===== config.mk =====
export PLATFORM = sky130hd
export DESIGN_NAME = wakeup_pipe
export DESIGN_NICKNAME = d
export VERILOG_FILES = /design/src/rtl/wakeup_pipe.sv
export SDC_FILE = /design/constraint.sdc
export NUM_CORES = 1
export LEC_CHECK = 0
export CORE_MARGIN = 1.5
export CORE_UTILIZATION = 40
export DETAILED_ROUTE_END_ITERATION = 10
export GPL_ROUTABILITY_DRIVEN = 0
export PLACE_DENSITY = 0.58
export SLEW_MARGIN = 25
export SYNTH_ARGS = -nofsm -noshare
export SYNTH_HDL_FRONTEND = slang
export SYNTH_SLANG_ARGS = --single-unit

===== constraint.sdc =====
create_clock -name i_clk -period 2.9 [get_ports i_clk]
set_input_delay 0.725 -clock i_clk [delete_from_list [all_inputs] [get_ports i_clk]]
set_output_delay 0.725 -clock i_clk [all_outputs]
set_load 0.005 [all_outputs]

===== src/rtl/wakeup_pipe.sv =====
// wakeup_pipe: fixed-latency (1-4 cycle) wakeup generator behind the issue queue.
// Four entries rotate under a free-running pointer; entry k owns broadcast lane k.
module wakeup_pipe #(
    parameter int unsigned WIDTH_REG = 5,
    parameter int unsigned WIDTH_BRM = 3
) (
    input  logic                   i_clk,
    input  logic                   i_rst_n,
    input  logic                   i_valid,
    input  logic [WIDTH_REG-1:0]   i_rd,
    input  logic                   i_wen,
    input  logic [1:0]             i_lat,
    input  logic [WIDTH_BRM-1:0]   i_brmask,
    input  logic [WIDTH_BRM-1:0]   i_BrKill,
    output logic [4*WIDTH_REG-1:0] o_wdest4x,
    output logic [2:0]             o_inflight
);

    logic [3:0]                valid_q, valid_d;
    logic [3:0][WIDTH_REG-1:0] rd_q, rd_d;
    logic [3:0][1:0]           cnt_q, cnt_d;
    logic [3:0][WIDTH_BRM-1:0] brm_q, brm_d;
    logic [3:0][WIDTH_REG-1:0] lane_q, lane_d;
    logic [1:0]                ptr_q, ptr_d;
    logic [2:0]                inflight_q, inflight_d;
    logic                      accept;

    always_comb begin
        accept  = i_valid & i_wen & (i_rd != '0) & ~|(i_brmask & i_BrKill);
        valid_d = valid_q;
        rd_d    = rd_q;
        cnt_d   = cnt_q;
        brm_d   = brm_q;
        lane_d  = '0;
        ptr_d   = ptr_q + 2'd1;

        for (int unsigned k = 0; k < 4; k++) begin
            if (valid_q[k]) begin
                if (|(brm_q[k] & i_BrKill)) begin
                    valid_d[k] = 1'b0;
                end else if (cnt_q[k] == 2'd1) begin
                    lane_d[k]  = rd_q[k];
                    valid_d[k] = 1'b0;
                end else begin
                    cnt_d[k] = cnt_q[k] - 2'd1;
                end
            end
        end

        // Entry ptr has always drained by the time the pointer returns, so the
        // new issue can claim its lane/entry outright.
        if (accept) begin
            if (i_lat == 2'd0) begin
                lane_d[ptr_q] = i_rd;
            end else begin
                valid_d[ptr_q] = 1'b1;
                rd_d[ptr_q]    = i_rd;
                cnt_d[ptr_q]   = i_lat;
                brm_d[ptr_q]   = i_brmask;
            end
        end

        inflight_d = '0;
        for (int unsigned k = 0; k < 4; k++) begin
            inflight_d = inflight_d + {2'b00, valid_d[k]};
        end
    end

    always_ff @(posedge i_clk or negedge i_rst_n) begin
        if (!i_rst_n) begin
            valid_q    <= '0;
            rd_q       <= '0;
            cnt_q      <= '0;
            brm_q      <= '0;
            lane_q     <= '0;
            ptr_q      <= '0;
            inflight_q <= '0;
        end else begin
            valid_q    <= valid_d;
            rd_q       <= rd_d;
            cnt_q      <= cnt_d;
            brm_q      <= brm_d;
            lane_q     <= lane_d;
            ptr_q      <= ptr_d;
            inflight_q <= inflight_d;
        end
    end

    assign o_wdest4x  = lane_q;
    assign o_inflight = inflight_q;

endmodule


# ---- Word-level counts from Yosys, hierarchy flattened
# Index checks and enable logic that the tools add are counted.
dict set report op_classes {
  eq_ne 4
  bitwise_logic 10
  mux 54
  reduce_logical 10
  add_sub_neg 8
  order_cmp 2
}
# cell n
set op_table {}
lappend op_table {{$mux W5} 13}
lappend op_table {{$bwmux W20} 2}
lappend op_table {{$mux W20} 2}
lappend op_table {{$mux W2} 13}
lappend op_table {{$mux W8} 2}
lappend op_table {{$and A3 B3 Y3} 5}
lappend op_table {{$reduce_or A3 Y1} 5}
lappend op_table {{$mux W1} 13}
lappend op_table {{$bwmux W12} 1}
lappend op_table {{$demux W5 S2} 1}
lappend op_table {{$bwmux W8} 1}
lappend op_table {{$eq A2 B1 Y1 const B} 4}
lappend op_table {{$mux W4} 2}
lappend op_table {{$sub A2 B1 Y2 const B} 4}
lappend op_table {{$demux W3 S2} 1}
lappend op_table {{$reduce_bool A5 Y1} 1}
lappend op_table {{$demux W2 S2} 1}
lappend op_table {{$or A4 B4 Y4} 1}
lappend op_table {{$add A2 B1 Y3} 1}
lappend op_table {{$add A3 B1 Y3} 1}
lappend op_table {{$and A1 B1 Y1} 3}
lappend op_table {{$lt A2 B3 Y1 const B} 1}
lappend op_table {{$mux W3} 1}
lappend op_table {{$add A1 B1 Y2} 1}
lappend op_table {{8 further kinds} 8}
dict set report totals {
  ff_bits 69
  output_inout_bits 23
}

# ---- Logic depth before layout (Yosys ltp)
# Gate-level depths: netlist of run 1.
dict set report depth {
  word_depth 10
  depth_mapped 8
}

# ---- Worst setup path before layout of run 1
# OpenSTA, ideal clock, no wires.
dict set report synth_path {
  kind {in2reg}
  start {in i_rd[1]}
  end {reg inflight_q[1], in the netlist o_inflight[1]}
  path_stages 8
  arrival_ns 2.846
  t_required_ns 2.774
  path_slack_ns -0.072
  path_buffers 1
  cell_sequence {or4_4 nor2_8 or2_2 buf_4 o22ai_1 fa_1 ha_1 ha_1}
}
dict set report synth_via {
  elab_chain_cells 7
}
# element line_no
set synth_lines {}
lappend synth_lines {{from (decl)} 10} ;# input logic [WIDTH_REG-1:0] i_rd,
lappend synth_lines {{$reduce_bool A5 Y1} 29} ;# accept = i_valid & i_wen & (i_rd != '0) & ~|(i_brmask & i_BrKill);
lappend synth_lines {{$and A1 B1 Y1 (2 in a row)} 29}
lappend synth_lines {{$mux W4} 52} ;# if (accept) begin
lappend synth_lines {{net valid_d[1]} 19} ;# logic [3:0] valid_q, valid_d;
lappend synth_lines {{$add A1 B1 Y2} 65} ;# inflight_d = inflight_d + {2'b00, valid_d[k]};
lappend synth_lines {{$add A2 B1 Y3} 65}
lappend synth_lines {{$add A3 B1 Y3} 65}
lappend synth_lines {{net inflight_d[1]} 25} ;# logic [2:0] inflight_q, inflight_d;
lappend synth_lines {{to (signal assigned)} 85} ;# inflight_q <= inflight_d;
lappend synth_lines {{to (decl)} 25}
# The timed path passes the listed nets, and every way through them passes these cells.
# A chain may end at the register's enable or synchronous reset.

# ---- Worst setup path after layout of run 1
dict set report layout_path {
  start {in i_rd[4]}
  end {reg inflight_q[1], in the netlist o_inflight[1]}
}
# Same word-level chain as after synthesis.

==> run_results.csv, run 1 <==
group,metric,value,unit
status,outcome,"finished clean",
logic_synthesis,ys_seq_elements,69,
route,firstDrtPassIters,4,
placement,io_buffers,39,
sta,timing.hold.ws,383,ps
die,die_y,93.0,um
setup_path,crit_chain,"clkdlybuf4s50_1 -> or4_4 -> nor2_8 -> or2_4 -> o22ai_4 -> fa_1 -> ha_2 -> ha_1",
sta,period_share,98.0,%
setup_path,criticalPathCategory,"input port to flip-flop",
clock_network,clk_pin_slew,70,ps
min_path,min_path_type,"input port to async pin",
die,initial_core_util,41.7,%
clock_network,holdBufCountCts,0,
pwr,p_per_area,579,mW/mm^2
route,drt-initial-drc-count,81,
setup_path,cp_max_fo,5,
global_route,grt_usage,18.5,%
clock_network,cts_tree,"built",
route,routed_wl,7.01,mm
placement,place_area,0.00398,sq mm
logic_synthesis,synth_edf_count,0,
logic_synthesis,synth_most_common_cell,"dfrtp_1",
logic_synthesis,synth_top_area_cell,"dfrtp_1",
setup_path,critPathLaunchType,"input port",
die,die_w,93.0,um
die,ios,40,
logic_synthesis,synth_nets,287,
sta,slew_violations,0,
flow_run,drv_cap,0,
sta,finalHoldViolations,0,
global_route,grt_pass1_vias,2268,
logic_synthesis,syn_avg_cell_area,12.7,sq um
sta,fin_crit,2840,ps
clock_network,htree_levels,3,
route,drt_drc_violations_left,0,
logic_synthesis,synth_area_leaders,"dfrtp_1 53%, mux2_2 11%, mux2i_1 7.4%",
route,wire_per_inst,16.0,um
logic_synthesis,yosysWarnings,0,
clock_network,postCtsSetupRepairBufs,0,
layout,antenna_cells,0,
sta,rsz0062_at_grt,"no",
placement,post-place-ws,-294,ps
clock_network,clock-sinks,69,
placement,dpl.hpwl,5.26,mm
setup_path,cp_num_buf_inv,1,
global_route,grt_pass1_wl,11.7,mm
clock_network,clockBufferDepth,2,
clock_network,clk_latency,340,ps
logic_synthesis,ys.flop_type,"dfrtp_1",
logic_synthesis,synthArstFlopShare,100,%
route,vias_per_cell,5.00,
die,die_area,0.00865,sq mm
pwr,p_leak,1.84,nW
setup_path,critPathSlowestCell,"or4_4",
logic_synthesis,synth.distinct_cells,25,
sta,postLayoutSetupSlackWorst,58.1,ps
global_route,grt_max_degree,46,
layout,fin_area,0.00419,sq mm
layout,drive_above_1_share,31.2,%
sta,worst_slew_pin_slew,600,ps
pwr,totalPowerFinal,2.43,mW
global_route,antenna_found_initial,0,
setup_path,crit_family,"adder cells",
clock_network,cts_made_buffers,9,
setup_path,crit_arrival,3070,ps
sta,skew,5.31,ps
die,fp.coreArea,0.00777,sq mm
setup_path,cp.required,3120,ps
sta,finalSetupTns,0,ps
logic_synthesis,synth_top_area_share,53.3,%
global_route,grt_overflow,0,
die,rows,32,
clock_network,clockRootBuffer,"clkbuf_8",
route,antenna_left,0,
logic_synthesis,ys_seq_area_share,53.3,%
logic_synthesis,synth_area,0.00324,sq mm
logic_synthesis,ys_top_cells_by_count,"69 x dfrtp_1, 33 x nand2_1, 32 x mux2_2, 24 x mux2i_1, 16 x nor3_1",
route,routed-via-count,2194,
layout,fin_nets,364,
setup_path,slowest_delay,590,ps
logic_synthesis,syn_inst,255,
layout,nFillCells,674,
layout,syn_to_final_growth,29.3,%
sta,max_freq,352,MHz
pwr,peakVddDrop,0.257,mV
sta,setup_viol,0,
sta,slew_headroom,59.8,%
setup_path,worstSetupEndpointType,"flip-flop",
==> state kept, by name, summed over array words and instances, names as in the netlist <==
name	flops
o_wdest4x	20
rd_q	20
brm_q	12
cnt_q	8
valid_q	4
o_inflight	3
ptr_q	2
==> final cells by class <==
cell class | instances | area [sq um] | area share, %
Sequential cell | 69 | 1730 | 41.2
Multi-Input combinational cell | 166 | 1440 | 34.4
Timing Repair Buffer | 71 | 638 | 15.2
Clock buffer | 11 | 141 | 3.38
Tap cell | 102 | 128 | 3.05
Clock inverter | 5 | 58.8 | 1.40
Inverter | 15 | 56.3 | 1.34
==> routing by layer <==
layer | wire length [um] | part of all wire (%) | track usage, % | vias to the layer above
li1 | - | - | - | 1060
met2 | 3180 | 45 | 26.6 | 55
met5 | 0 | 0 | 0 | -
met4 | 95 | 1.4 | 8.08 | 0
met1 | 3440 | 49 | 26.9 | 1070
met3 | 292 | 4.2 | 3.74 | 9
==> through the flow <==
| step | util, % | std cells |
|---|---|---|
| after detailed placement | 51.3 | 423 |
| after floorplan | - | 255 |
| after global placement | 51.3 | 423 |
| after global routing | 53.9 | 439 |
| final | 53.9 | 439 |
| after CTS | 53.8 | 439 |
==> report_power, final <==
part	switching [mW]	total, mW	internal [mW]
Sequential	0.0880	1.20	1.11
Combinational	0.207	0.439	0.232
Clock	0.366	0.788	0.422
Total	0.661	2.43	1.76
==> logic make-up after synthesis <==
logic type / count (synthesis) / synth area share [%]
AOI/OAI and AO/OA: 29 / 6.26
adders and majority gates: 15 / 6.03
buffers and inverters: 20 / 3.24
DFF: 69 / 53.3
muxes: 56 / 18.5
and+or+nand+nor: 66 / 12.6
==> worst reg2reg max path: stages, from the launching register on <==
cell and delay (ps):
dfrtp_1 380, inv_1 80, ha_1 240, o21ai_0 240, o22ai_4 160, fa_1 510
ha_2 180, ha_1 270
==> worst paths after layout <==
kind | start | end | slack, ps | cells after the start
worst min-delay path | i_rst_n | ptr_q[1]$_DFF_PN0_ | 380 | 1
max in group asynchronous | i_rst_n | o_wdest4x[14]$_DFF_PN0_ | 1870 | 2
worst max register to register | ptr_q[0]$_DFF_PN0_ | o_inflight[1]$_DFF_PN0_ | 720 | 7
worst max-delay path | i_rd[4] | o_inflight[1]$_DFF_PN0_ | 60 | 8
worst min register to register | ptr_q[0]$_DFF_PN0_ | ptr_q[0]$_DFF_PN0_ | 510 | 1
min in group i_clk | ptr_q[0]$_DFF_PN0_ | ptr_q[0]$_DFF_PN0_ | 510 | 1
==> cell usage in the layout (no fill, tap or decap), drive strengths merged <==
cell           count
a21bo              4
a21oi              4
a22o               4
a22oi              1
buf               33
bufinv             1
clkbuf            11
clkdlybuf4s50     38
clkinv             1
clkinvlp           2
dfrtp             69
fa                 1
ha                14
inv               16
mux2              32
mux2i             24
nand2             33
nand4              1
nor2               2
nor3              24
o21ai              4
o22ai             12
or2                5
or4                1
==> what timing repair did <==
| item | CTS | global route |
|---|---|---|
| endpoints found under the hold margin | 0 | 0 |
| setup endpoints to repair | 0 | 1 |
| gates resized for setup | 0 | 1 |
Power figures use the tool's default switching activity.
==> run 2: changes to the inputs <==
--- a/config.mk
+++ b/config.mk
@@ -10,6 +10,7 @@
 export DETAILED_ROUTE_END_ITERATION = 10
 export GPL_ROUTABILITY_DRIVEN = 0
 export PLACE_DENSITY = 0.58
+export SETUP_SLACK_MARGIN = 0.1
 export SLEW_MARGIN = 25
 export SYNTH_ARGS = -nofsm -noshare
 export SYNTH_HDL_FRONTEND = slang
==> run 2 against run 1 <==
Compared with the run above: combinational power about the same; maximum frequency up 3.5%; register-to-register slack about the same; cell count unchanged; largest cell class unchanged; largest power group unchanged.
==> run_results.csv, run 2 (synthesized netlist as in run 1, its figures left out) <==
group,metric,value,unit
status,outcome,"finished clean",
layout,syn_to_final_growth,29.4,%
route,drt_drc_violations_left,0,
setup_path,criticalPathCategory,"input port to flip-flop",
route,antenna_left,0,
sta,worst_slew_pin_slew,601,ps
die,die_area,0.00865,sq mm
clock_network,clock-sinks,69,
sta,setup_viol,0,
placement,dp_cells,423,
global_route,grt_usage,18.1,%
clock_network,clk_pin_slew,70,ps
setup_path,worstSetupEndpointType,"flip-flop",
clock_network,cts_tree,"built",
setup_path,crit_family,"adder cells",
layout,fin_nets,365,
die,ios,40,
setup_path,cp_num_buf_inv,1,
sta,slew_violations,0,
global_route,grt_pass1_vias,2258,
setup_path,r2r_slack,710,ps
layout,antenna_cells,0,
pwr,p_leak,1.86,nW
global_route,grt_overflow,0,
route,drt-initial-drc-count,119,
clock_network,cts_made_buffers,9,
sta,period_share,94.7,%
setup_path,crit_arrival,2970,ps
clock_network,clockBufferDepth,2,
layout,finalNonFillerCells,439,
sta,max_freq,364,MHz
route,routed_wl,7.04,mm
setup_path,critPathLaunchType,"input port",
die,die_y,93.0,um
layout,drive_above_1_share,31.5,%
setup_path,cp_max_fo,5,
global_route,antenna_found_initial,0,
setup_path,critPathSlowestCell,"fa_1",
setup_path,cp.required,3120,ps
die,initial_core_util,41.7,%
clock_network,htree_levels,3,
sta,skew,10.8,ps
route,vias_per_cell,5.03,
setup_path,crit_chain,"clkdlybuf4s50_1 -> or4_4 -> nor2_8 -> or2_4 -> o22ai_2 -> fa_1 -> ha_2 -> ha_1",
route,wire_per_inst,16.0,um
route,routed-via-count,2206,
sta,finalSetupTns,0,ps
clock_network,clk_latency,340,ps
min_path,min_path_type,"input port to async pin",
global_route,grt_pass1_wl,11.6,mm
placement,dpl.hpwl,5.31,mm
sta,finalHoldViolations,0,
route,firstDrtPassIters,4,
sta,slew_headroom,59.7,%
sta,rsz0062_at_grt,"no",
pwr,p_per_area,571,mW/mm^2
placement,io_buffers,39,
layout,mostFrequentLayoutCell,"dfrtp_1",
die,die_w,93.0,um
sta,fin_crit,2750,ps
pwr,peakVddDrop,0.318,mV
clock_network,clockRootBuffer,"clkbuf_8",
flow_run,drv_cap,0,
die,rows,32,
setup_path,slowest_delay,510,ps
global_route,grt_max_degree,46,
die,fp.coreArea,0.00777,sq mm
layout,final_cell_mix,"69 x dfrtp_1, 33 x nand2_1, 33 x clkdlybuf4s50_1",
-- run 2: changes by cell type in the layout (fill, tap and decap cells not counted) --
cell | before | now
clkdlybuf4s50_1 | 38 | 33
dlymetal6s2s_1 | 0 | 2
clkbuf_1 | 1 | 0
o22ai_4 | 1 | 2
buf_4 | 31 | 32
clkbuf_8 | 10 | 9
o22ai_2 | 2 | 1
dlygate4sd2_1 | 0 | 3
clkinv_2 | 1 | 2
-- run 2: layout make-up --
| class | instances | area, sq um |
|---|---|---|
| inverters | 15 | 56.3 |
| clock inverters | 6 | 63.8 |
| well taps | 102 | 128 |
| flip-flops and latches | 69 | 1730 |
| multi-input cells | 166 | 1450 |
| repair buffers | 72 | 647 |
| fillers | 692 | 3580 |
| clock buffers | 9 | 124 |
-- run 2: layer usage --
metal	track usage (%)	part of all wire, %	vias to the layer above	wire [um]
met5	0	0	-	0
met3	3.41	3.8	12	267
met1	26.6	51	1086	3570
li1	-	-	1061	-
met4	6.94	1.5	0	109
met2	26.5	44	47	3100
-- run 2: power breakdown --
part | leakage, nW | switching (mW) | internal (mW)
registers | 0.897 | 0.0889 | 1.11
logic | 0.876 | 0.210 | 0.231
clock network | 0.0915 | 0.361 | 0.392
-- run 2: what timing repair did --
item	in CTS	in global routing
hold buffers	0	0
endpoints found under the setup margin	1	2
resized for setup	4	3
pin swaps	4	4
setup buffers	1	0
-- run 2: metrics by stage --
| step | setup WS, ps | power [mW] | utilization [%] | cell area, sq um | hold slack, ps |
|---|---|---|---|---|---|
| 2_1_floorplan | -46.4 | 1.47 | - | 3270 | 429 |
| 3_3_place_gp | -267 | 1.64 | 51.3 | 3980 | 489 |
| 3_5_place_dp | -320 | 1.66 | 51.3 | 3980 | 496 |
| 4_1_cts | 104 | 2.43 | 53.8 | 4180 | 398 |
| 5_1_grt | 116 | 2.55 | 54.0 | 4190 | 408 |
| 6_report | 155 | 2.39 | 54.0 | 4190 | 381 |
-- run 2: final timing paths --
path,start,to,depth (start not counted)
worst max-delay path,i_rd[3],o_inflight[1]$_DFF_PN0_,8
worst min-delay path,i_rst_n,ptr_q[1]$_DFF_PN0_,1
worst max register to register,ptr_q[0]$_DFF_PN0_,o_inflight[1]$_DFF_PN0_,7
worst min register to register,rd_q[15]$_DFFE_PN0P_,rd_q[15]$_DFFE_PN0P_,1
max in group asynchronous,i_rst_n,o_wdest4x[14]$_DFF_PN0_,2
min in group i_clk,rd_q[15]$_DFFE_PN0P_,rd_q[15]$_DFFE_PN0P_,1
